### src/rtl/seq_multiplier_top.sv
// seq_multiplier_top: shift-add unsigned multiplier, start/done handshake, half-select output
// Optional overflow flag port ovf enabled by defining MUL_OVF_FLAG_EN.
module seq_multiplier_top #(
    parameter int WIDTH = 4
) (
    input  logic               clk,
    input  logic               rst_n,
    input  logic               start,
    input  logic [WIDTH-1:0]   a,
    input  logic [WIDTH-1:0]   b,
    input  logic               sel,
    output logic               busy,
    output logic               done,
    output logic [2*WIDTH-1:0] product,
    output logic [WIDTH-1:0]   out
`ifdef MUL_OVF_FLAG_EN
    ,
    output logic               ovf
`endif
);
    localparam int CNT_W = $clog2(WIDTH + 1);
    typedef enum logic [1:0] {IDLE, RUN, DONE} state_t;
    state_t state, state_nx;
    logic [2*WIDTH-1:0] acc, acc_nx;
    logic [WIDTH-1:0] a_q, b_q;
    logic [WIDTH:0] sum;
    logic [CNT_W-1:0] cnt;
    logic sel_q, accept, last;
    always_comb begin
        accept = start && (state != RUN);
        last = cnt == CNT_W'(WIDTH - 1);
        sum = {1'b0, acc[2*WIDTH-1:WIDTH]} + (b_q[0] ? {1'b0, a_q} : '0);
        acc_nx = {sum, acc[WIDTH-1:1]};
        state_nx = (state == RUN) ? (last ? DONE : RUN) : (accept ? RUN : IDLE);
        busy = state == RUN;
        done = state == DONE;
    end
    always_ff @(posedge clk or negedge rst_n) begin
        if (!rst_n) state <= IDLE;
        else state <= state_nx;
    end
    // Result registers load on the final RUN step so they update exactly on DONE entry.
    always_ff @(posedge clk or negedge rst_n) begin
        if (!rst_n) begin
            acc <= '0;
            a_q <= '0;
            b_q <= '0;
            cnt <= '0;
            sel_q <= 1'b0;
            product <= '0;
            out <= '0;
`ifdef MUL_OVF_FLAG_EN
            ovf <= 1'b0;
`endif
        end else if (accept) begin
            a_q <= a;
            b_q <= b;
            sel_q <= sel;
            acc <= '0;
            cnt <= '0;
        end else if (state == RUN) begin
            acc <= acc_nx;
            b_q <= b_q >> 1;
            cnt <= cnt + 1'b1;
            if (last) begin
                product <= acc_nx;
                out <= sel_q ? acc_nx[2*WIDTH-1:WIDTH] : acc_nx[WIDTH-1:0];
`ifdef MUL_OVF_FLAG_EN
                ovf <= |acc_nx[2*WIDTH-1:WIDTH];
`endif
            end
        end
    end
endmodule

### config.mk
export PLATFORM = sky130hd
export DESIGN_NAME = seq_multiplier_top
export DESIGN_NICKNAME = d
export VERILOG_FILES = /design/src/rtl/seq_multiplier_top.sv
export SDC_FILE = /design/constraint.sdc
export NUM_CORES = 1
export LEC_CHECK = 0
export ABC_AREA = 0
export ABC_CLOCK_PERIOD_IN_PS = 2150
export BUFFER_PORTS_ARGS = -buffer_cell sky130_fd_sc_hd__buf_2
export CORE_ASPECT_RATIO = 0.9
export CORE_UTILIZATION = 40
export CTS_BUF_LIST = sky130_fd_sc_hd__clkbuf_4 sky130_fd_sc_hd__clkbuf_8
export CTS_CLUSTER_SIZE = 40
export DETAILED_ROUTE_END_ITERATION = 7
export GPL_TIMING_DRIVEN = 0
export PLACE_DENSITY = 0.69
export SLEW_MARGIN = 20
export SYNTH_ARGS = -nofsm -noshare
export SYNTH_HDL_FRONTEND = slang
export SYNTH_SLANG_ARGS = --single-unit
### constraint.sdc
create_clock -name clk -period 2.15 [get_ports clk]
set_input_delay 0.43 -clock clk [delete_from_list [all_inputs] [get_ports clk]]
set_output_delay 0.43 -clock clk [all_outputs]
set_load 0.05 [all_outputs]
==> results of run 1 <==
-- cell type report --
cell class                      instances  area, sq um
Buffer                                  5         23.8
Clock buffer                            7         90.1
Clock inverter                          1         30.0
Fill cell                             339         1690
Inverter                                8         30.0
Multi-Input combinational cell        100          616
Sequential cell                        33          826
Tap cell                               44         55.1
Timing Repair Buffer                   24          120
-- synthesized netlist by cell type (2+ instances only) --
library cell	count	area share, %
a21oi_1	3	1.0
and2_1	3	1.3
buf_2	4	1.3
dfrtp_1	33	55
ha_1	6	5.0
inv_1	6	1.5
inv_2	2	0.50
mux2_2	5	3.8
mux2i_1	4	2.7
nand2_1	35	8.8
nand3b_1	7	3.5
nor2_1	5	1.3
nor2b_1	2	0.84
o21ai_0	16	5.4
or3_1	3	1.3
-- flip-flops by register name, summed over array words and instances, names as in the netlist --
name / count
cnt: 3
state: 2
out: 4
acc: 7
a_q: 4
b_q: 4
sel_q: 1
product: 8
-- worst max-delay path, stage by stage, from the launching register on --
cell      delay [ns]
dfrtp_1         0.37
nand2b_2        0.24
inv_2           0.14
buf_2           0.23
buf_2           0.29
-- kinds of logic (layout without fill, tap and decap cells) --
group                    count (synthesis)  count (layout)
AO/OA/AOI/OAI                           24              24
buffers and inverters                   13              45
XOR/XNOR                                 1               1
flip-flops                              33              33
AND/OR/NAND/NOR                         59              59
multiplexers                             9               9
adder cells (fa/ha/maj)                  7               7
-- stage by stage --
stage                     hold slack (ns)  setup slack, ns  total power, mW
after CTS                           0.219            0.136             2.78
after global placement              0.453            0.352             2.10
final                               0.204            0.172             2.74
after floorplan                     0.134            0.436             1.85
after detailed placement            0.464            0.270             2.17
after global routing                0.248           0.0875             2.96
-- final timing paths --
| path | startpoint | to | slack (ns) | cells past startpoint |
|---|---|---|---|---|
| worst max-delay path | state[1] | busy | 0.17 | 4 |
| worst min register to register | product[1] | product[1] | 0.48 | 2 |
| min in group clk | a[3] | a_q[3] | 0.38 | 2 |
| worst max register to register | b_q[0] | out[3] | 0.26 | 8 |
| max in group asynchronous | rst_n | cnt[1] | 1.48 | 1 |
| worst min-delay path | rst_n | product[0] | 0.20 | 1 |
-- routing by layer --
metal / up-vias / GRT usage, % / routed length [um]
met5: - / 0 / 0
met4: 0 / 7.29 / 24
met3: 3 / 5.15 / 177
met2: 37 / 30.3 / 1380
met1: 524 / 22.2 / 1330
li1: 546 / - / -
-- power by group through the flow --
stage               clock [mW]  combinational (mW)  sequential, mW
floorplan                    0               0.589            1.26
global placement             0                1.09            1.01
detailed placement           0                1.14            1.03
CTS                      0.619                1.15            1.01
global route             0.649                1.26            1.05
finish                   0.603                1.13            1.01
==> flow_metrics.py, run 1 <==
metrics = {
    "outcome": {
        "status": "complete, no violations",
    },
    "cells_and_area": {
        "stdcell_area_sq_um": 1790,
        "fin_util_pct": 51.5,
        "stdcell_count": 222,
        "diodes": 0,
        "final_common_cell": "nand2_1",
        "layout_common_cells": "nand2_1 (35), dfrtp_1 (33), buf_2 (28)",
        "syn_to_final_growth_pct": 19.7,
        "layout.nets": 196,
        "drive_above_1_share_pct": 26.4,
    },
    "power_and_ir_drop": {
        "seqPwrFrac_pct": 36.9,
        "power.share.combinational_pct": 41.1,
        "ir_worst_vdd_uv": 698,
        "p_clk_share_pct": 22.0,
        "cellPowerDensity_nw_per_um2": 1530,
        "intPower_mw": 1.59,
        "p_leak_nw": 0.939,
        "p_sw_share_pct": 41.9,
        "power_switching_mw": 1.15,
    },
    "synth": {
        "synth_xor_area_share_pct": 0.586,
        "synth_compound_area_share_pct": 8.79,
        "yosysSeqAreaShare_pct": 55.2,
        "synthFlopType": "dfrtp_1",
        "synthMuxAreaShare_pct": 6.44,
        "synth_top_family_by_area": "simple AND/OR/NAND/NOR gates",
        "synth_edf_count": 0,
        "synth-simple-area-share_pct": 19.0,
        "synthCells": 146,
        "synth-seq-cells": 33,
        "syn_area_sq_um": 1500,
        "syn_area_per_cell_sq_um": 10.2,
        "synth.distinct_cells": 27,
        "synth-warning-count": 0,
        "synth_async_sr_flop_share_pct": 100,
        "synth_fp_nets": 165,
        "synthAdderAreaFrac_pct": 6.36,
    },
    "sta": {
        "period_minus_slack_ns": 1.98,
        "rsz0062_at_grt": "false",
        "fin_crit_sh_pct": 92.0,
        "fin_skew_ns": 0.00656,
        "slew_violations": 0,
        "slew_headroom_pct": 51.3,
        "tns_ns": 0,
        "max_freq_ghz": 0.506,
        "finalSetupViolations": 0,
        "worstMarginPinSlew_ns": 0.731,
        "hold_viol": 0,
    },
    "route": {
        "drt_iter0_markers": 55,
        "wire_per_inst_um": 13.1,
        "vias": 1110,
        "drc_errors": 0,
        "drtAntennaViolNets": 0,
        "firstDrtPassIters": 4,
        "vias_per_cell": 5.00,
        "wl_mm": 2.91,
    },
    "place": {
        "place_inst": 214,
        "io_buffers": 24,
        "place_area_sq_um": 1670,
        "routabilityCongestion": 0.861,
        "dp.final_hpwl_mm": 2.25,
    },
    "clock_tree": {
        "cts_inserted_buffers": 5,
        "cts_max_level": 2,
        "clockBufferDepth": 2,
        "ctsHoldBuffers": 0,
        "cts_root_buf": "clkbuf_8",
        "clock_sinks": 33,
        "clk_latency_ns": 0.28,
        "cts_tree": "done",
        "clk_pin_slew_ns": 0.07,
        "cts_resized": 0,
        "post_cts_buffers": 0,
    },
    "floorplanning": {
        "row_count": 20,
        "io_pins": 26,
        "start_util_pct": 43.0,
        "fp.dieArea_sq_um": 3990,
        "core_area_sq_um": 3480,
        "die_y_um": 60,
        "die_w_um": 66.4,
    },
    "global_route": {
        "track_usage_pct": 18.2,
        "antenna_found_initial": 0,
        "grt_overflow_total": 0,
        "grt_pass1_wl_mm": 5.13,
        "grt_max_degree": 34,
        "grt_pass1_vias": 1126,
    },
    "setup_path": {
        "path_class": "flip-flop to output pin",
        "path_max_fanout": 10,
        "crit_path_start_kind": "flip-flop",
        "endpoint_kind": "output pin",
        "cp.required_ns": 1.72,
        "critPathArrivalTime_ns": 1.55,
    },
    "flow_run": {
        "maxCapViolations": 0,
    },
    "min_path": {
        "worstHoldPathType": "primary input to asynchronous set/reset pin",
    },
}
No activity file was read; power rests on OpenSTA's default activity.
==> run 2, diff against run 1 <==
PLACE_DENSITY = 0.67   (was 0.69)
RECOVER_POWER = 100   (was unset)
==> flow_metrics.py, run 2 (synthesis results as in run 1) <==
metrics = {
    "clock_tree": {
        "cts_inserted_buffers": 5,
        "cts_max_level": 2,
        "clockBufferDepth": 2,
        "cts_tree": "done",
        "clk_pin_slew_ns": 0.07,
        "clk_latency_ns": 0.29,
        "clock_sinks": 33,
        "cts_resized": 0,
        "cts_root_buf": "clkbuf_8",
        "ctsHoldBuffers": 0,
        "post_cts_buffers": 0,
    },
    "flow_run": {
        "maxCapViolations": 1,
    },
    "sta": {
        "rsz0062_at_grt": "false",
        "worstMarginPinSlew_ns": 1.75,
        "finalSetupViolations": 0,
        "period_minus_slack_ns": 2.07,
        "fin_skew_ns": 0.00702,
        "hold_viol": 0,
        "tns_ns": 0,
        "slew_headroom_pct": -16.4,
        "fin_crit_sh_pct": 96.1,
        "whs_ns": 0.376,
        "slew_violations": 34,
        "max_freq_ghz": 0.484,
    },
    "power_and_ir_drop": {
        "p_leak_nw": 0.876,
        "p_sw_share_pct": 45.3,
        "intPower_mw": 1.41,
        "p_clk_share_pct": 17.9,
        "seqPwrFrac_pct": 39.5,
        "power_mw": 2.58,
        "power_switching_mw": 1.17,
        "power.share.combinational_pct": 42.6,
        "ir_worst_vdd_uv": 621,
        "cellPowerDensity_nw_per_um2": 1490,
    },
    "cells_and_area": {
        "drive_above_1_share_pct": 16.3,
        "layout.nets": 196,
        "syn_to_final_growth_pct": 15.6,
        "stdcell_area_sq_um": 1730,
        "largest_register_ffs": 8,
        "top_register": "product",
        "final_common_cell": "nand2_1",
        "stdcell_count": 222,
        "fillers": 339,
        "layout_common_cells": "nand2_1 (36), dfrtp_1 (33), o21ai_0 (16)",
        "diodes": 0,
        "reg.largest.list": "product x8, acc x7",
    },
    "global_route": {
        "grt_max_degree": 34,
        "grt_overflow_total": 0,
        "grt_pass1_vias": 1138,
        "grt_pass1_wl_mm": 5.09,
        "track_usage_pct": 18.1,
        "antenna_found_initial": 0,
    },
    "place": {
        "io_buffers": 24,
        "dp.final_hpwl_mm": 2.23,
        "routabilityCongestion": 0.854,
        "place_inst": 214,
        "place_area_sq_um": 1670,
    },
    "min_path": {
        "worstHoldPathType": "primary input to flip-flop",
    },
    "setup_path": {
        "critPathArrivalTime_ns": 1.64,
        "crit_path_start_kind": "flip-flop",
        "path_class": "flip-flop to output pin",
        "endpoint_kind": "output pin",
        "cp.required_ns": 1.72,
        "path_max_fanout": 10,
    },
    "outcome": {
        "failed_checks": "capacitance limit, slew limit",
        "status": "complete, but fails checks",
    },
    "floorplanning": {
        "row_count": 20,
        "start_util_pct": 43.0,
        "core_area_sq_um": 3480,
        "io_pins": 26,
        "die_w_um": 66.4,
        "fp.dieArea_sq_um": 3990,
        "die_y_um": 60,
    },
    "route": {
        "vias_per_cell": 5.09,
        "drc_errors": 0,
        "firstDrtPassIters": 4,
        "wire_per_inst_um": 13.7,
        "drt_iter0_markers": 45,
        "drtAntennaViolNets": 0,
        "vias": 1131,
        "wl_mm": 3.04,
    },
}
-- run 2: final timing paths --
| check | from | endpoint | slack (ns) | cells after the start |
|---|---|---|---|---|
| worst max-delay path | state[1] | busy | 0.08 | 4 |
| worst min-delay path | a[0] | a_q[0] | 0.38 | 2 |
| worst max register to register | b_q[0] | out[3] | 0.17 | 8 |
| worst min register to register | product[2] | product[2] | 0.47 | 2 |
| max in group asynchronous | rst_n | cnt[1] | 0.54 | 1 |
| min in group asynchronous | rst_n | product[0] | 0.60 | 1 |
-- run 2: layout make-up --
| class | instances | area, sq um | share of cell area (%) |
|---|---|---|---|
| inverter | 8 | 30.0 | 1.74 |
| tap | 44 | 55.1 | 3.18 |
| timing repair buffer | 24 | 103 | 5.93 |
| multi-input combinational | 100 | 606 | 35.0 |
| sequential | 33 | 826 | 47.8 |
| clock buffer | 6 | 76.3 | 4.41 |
| buffer | 5 | 23.8 | 1.37 |
| clock inverter | 2 | 10.0 | 0.579 |
-- run 2: routing by layer --
layer	global-route usage, %	share of wire, %
met5	0	0
met4	10.0	3.1
met3	5.15	5.3
met2	29.7	45
met1	21.5	47
-- run 2: power by group through the flow --
stage,sequential (mW),clock (mW),combinational [mW]
CTS,1.02,0.466,1.15
detailed placement,1.03,0,1.14
global route,1.05,0.498,1.22
finish,1.02,0.461,1.10
global placement,1.01,0,1.09
floorplan,1.26,0,0.589
-- run 2: per-stage QoR --
stage / worst slack [ns] / util (%)
floorplan: 0.436 / -
global placement: 0.348 / 48.0
detailed placement: 0.208 / 48.0
CTS: 0.126 / 50.5
global route: 0.0196 / 49.7
finish: 0.0844 / 49.7
-- run 2: worst max-delay path, cell delays in order (launching register included) --
cell      delay, ns
dfrtp_1        0.37
nand2b_1       0.26
inv_2          0.17
buf_2          0.24
clkbuf_2       0.31
==> run 3, diff against run 2 <==
ABC_CLOCK_PERIOD_IN_PS = 1900   (was 2150)
PLACE_DENSITY = 0.7   (was 0.67)
clock period = 1.9 ns   (was 2.15 ns; I/O delays follow)
==> flow_metrics.py, run 3 (synthesis results as in run 1) <==
metrics = {
    "cells_and_area": {
        "fillers": 359,
        "reg.largest.list": "product x8, acc x7",
        "top_register": "product",
        "fin_util_pct": 50.6,
        "layout_common_cells": "nand2_1 (36), dfrtp_1 (33), clkbuf_1 (16), o21ai_0 (16), buf_2 (11)",
        "drive_above_1_share_pct": 19.2,
        "regArea_sq_um": 826,
        "final_common_cell": "nand2_1",
        "layout.nets": 195,
        "stdcell_count": 221,
        "stdcell_area_sq_um": 1760,
        "syn_to_final_growth_pct": 17.7,
        "largest_register_ffs": 8,
        "multi_input_area_sq_um": 639,
        "diodes": 0,
    },
    "min_path": {
        "holdPathStages": 2,
        "worstHoldPathType": "primary input to flip-flop",
    },
    "place": {
        "place_area_sq_um": 1670,
        "pre_cts_ws_ns": 0.0747,
        "dp.final_hpwl_mm": 2.23,
        "routabilityCongestion": 0.837,
        "place_inst": 214,
        "io_buffers": 24,
    },
    "setup_path": {
        "path_buf_inv": 1,
        "endpoint_kind": "flip-flop",
        "cp_slowest_cell": "dfrtp_1",
        "crit_family": "simple AND/OR/NAND/NOR gates",
        "crit_path_start_kind": "flip-flop",
        "r2r_cells": 7,
        "critPathArrivalTime_ns": 1.96,
        "path_max_fanout": 5,
        "path_class": "flip-flop to flip-flop",
        "cp.required_ns": 2.07,
        "crit_path_cell_trace": "nand2_1, inv_1, ha_1, and3_4, or3_1, a31oi_1, a21oi_1",
        "crit_cells": 7,
        "max_stage_delay_ns": 0.41,
    },
    "floorplanning": {
        "core_area_sq_um": 3480,
        "fp.dieArea_sq_um": 3990,
        "start_util_pct": 43.0,
        "die_y_um": 60,
        "die_w_um": 66.4,
        "row_count": 20,
        "io_pins": 26,
    },
    "power_and_ir_drop": {
        "power_switching_mw": 1.32,
        "intPower_mw": 1.62,
        "p_sw_share_pct": 44.8,
        "p_leak_nw": 0.868,
        "cellPowerDensity_nw_per_um2": 1670,
        "p_clk_share_pct": 17.1,
        "seqPwrFrac_pct": 39.1,
        "power.share.combinational_pct": 43.8,
        "ir_worst_vdd_uv": 821,
    },
    "global_route": {
        "antenna_found_initial": 0,
        "grt_max_degree": 34,
        "track_usage_pct": 17.6,
        "grt_pass1_vias": 1130,
        "grt_pass1_wl_mm": 4.91,
        "grt_overflow_total": 0,
    },
    "sta": {
        "period_minus_slack_ns": 1.80,
        "max_freq_ghz": 0.557,
        "rsz0062_at_grt": "false",
        "fin_skew_ns": 0.00662,
        "finalSetupViolations": 0,
        "fin_crit_sh_pct": 94.5,
        "slew_violations": 34,
        "worstMarginPinSlew_ns": 1.75,
        "tns_ns": 0,
        "worst_slack_ns": 0.104,
        "slew_headroom_pct": -16.6,
        "hold_viol": 0,
    },
    "route": {
        "wire_per_inst_um": 13.6,
        "wl_mm": 3.02,
        "drt_iter0_markers": 30,
        "firstDrtPassIters": 2,
        "vias": 1107,
        "vias_per_cell": 5.01,
        "drc_errors": 0,
        "drtAntennaViolNets": 0,
    },
    "clock_tree": {
        "cts_inserted_buffers": 5,
        "clockBufferDepth": 2,
        "clk_pin_slew_ns": 0.06,
        "cts_root_buf": "clkbuf_8",
        "clk_latency_ns": 0.28,
        "ctsHoldBuffers": 0,
        "cts_max_level": 2,
        "cts_tree": "done",
        "clock_sinks": 33,
    },
    "flow_run": {
        "maxCapViolations": 1,
    },
    "outcome": {
        "failed_checks": "capacitance limit, slew limit",
        "status": "complete, but fails checks",
    },
}
==> run 3: power groups by stage <==
stage	clock, mW	combinational (mW)	sequential [mW]
3_5_place_dp	0	1.30	1.16
6_report	0.503	1.29	1.15
3_3_place_gp	0	1.24	1.14
2_1_floorplan	0	0.666	1.42
4_1_cts	0.524	1.29	1.14
5_1_grt	0.553	1.41	1.19
==> run 3: per-stage QoR <==
stage / total power [mW] / hold slack (ns)
finish: 2.94 / 0.329
detailed placement: 2.46 / 0.470
global placement: 2.37 / 0.452
global route: 3.15 / 0.318
floorplan: 2.09 / 0.0844
CTS: 2.96 / 0.163
==> run 3: layer usage <==
metal	vias up	track usage (%)	share of wire, %	wire length (um)
met5	-	0	0	0
met4	0	10.0	2.2	65
met3	8	5.15	4.9	148
met2	29	29.3	48	1450
met1	528	20.2	45	1350
li1	542	-	-	-
==> run 3: repair_timing <==
action	CTS	global route
cloned	0	0
resized for setup	1	4
endpoints found under the setup margin	1	4
hold endpoints to repair	0	0
buffers inserted	0	0
==> run 3: area by class of cell <==
| class | count | area share (%) |
|---|---|---|
| inverter | 8 | 1.71 |
| clock inverter | 2 | 0.569 |
| multi-input combinational | 100 | 36.3 |
| buffer | 4 | 0.996 |
| sequential | 33 | 46.9 |
| timing repair buffer | 24 | 5.97 |
| clock buffer | 6 | 4.34 |
| tap | 44 | 3.13 |
==> run 3: path summary, 6_finish.rpt <==
path	startpoint	end	slack (ns)
worst min register to register	out[1]	out[1]	0.48
worst max-delay path	b_q[0]	out[2]	0.10
worst min-delay path	a[0]	a_q[0]	0.33
min in group asynchronous	rst_n	product[1]	0.55
max in group asynchronous	rst_n	b_q[1]	0.33
worst max register to register	b_q[0]	out[2]	0.10
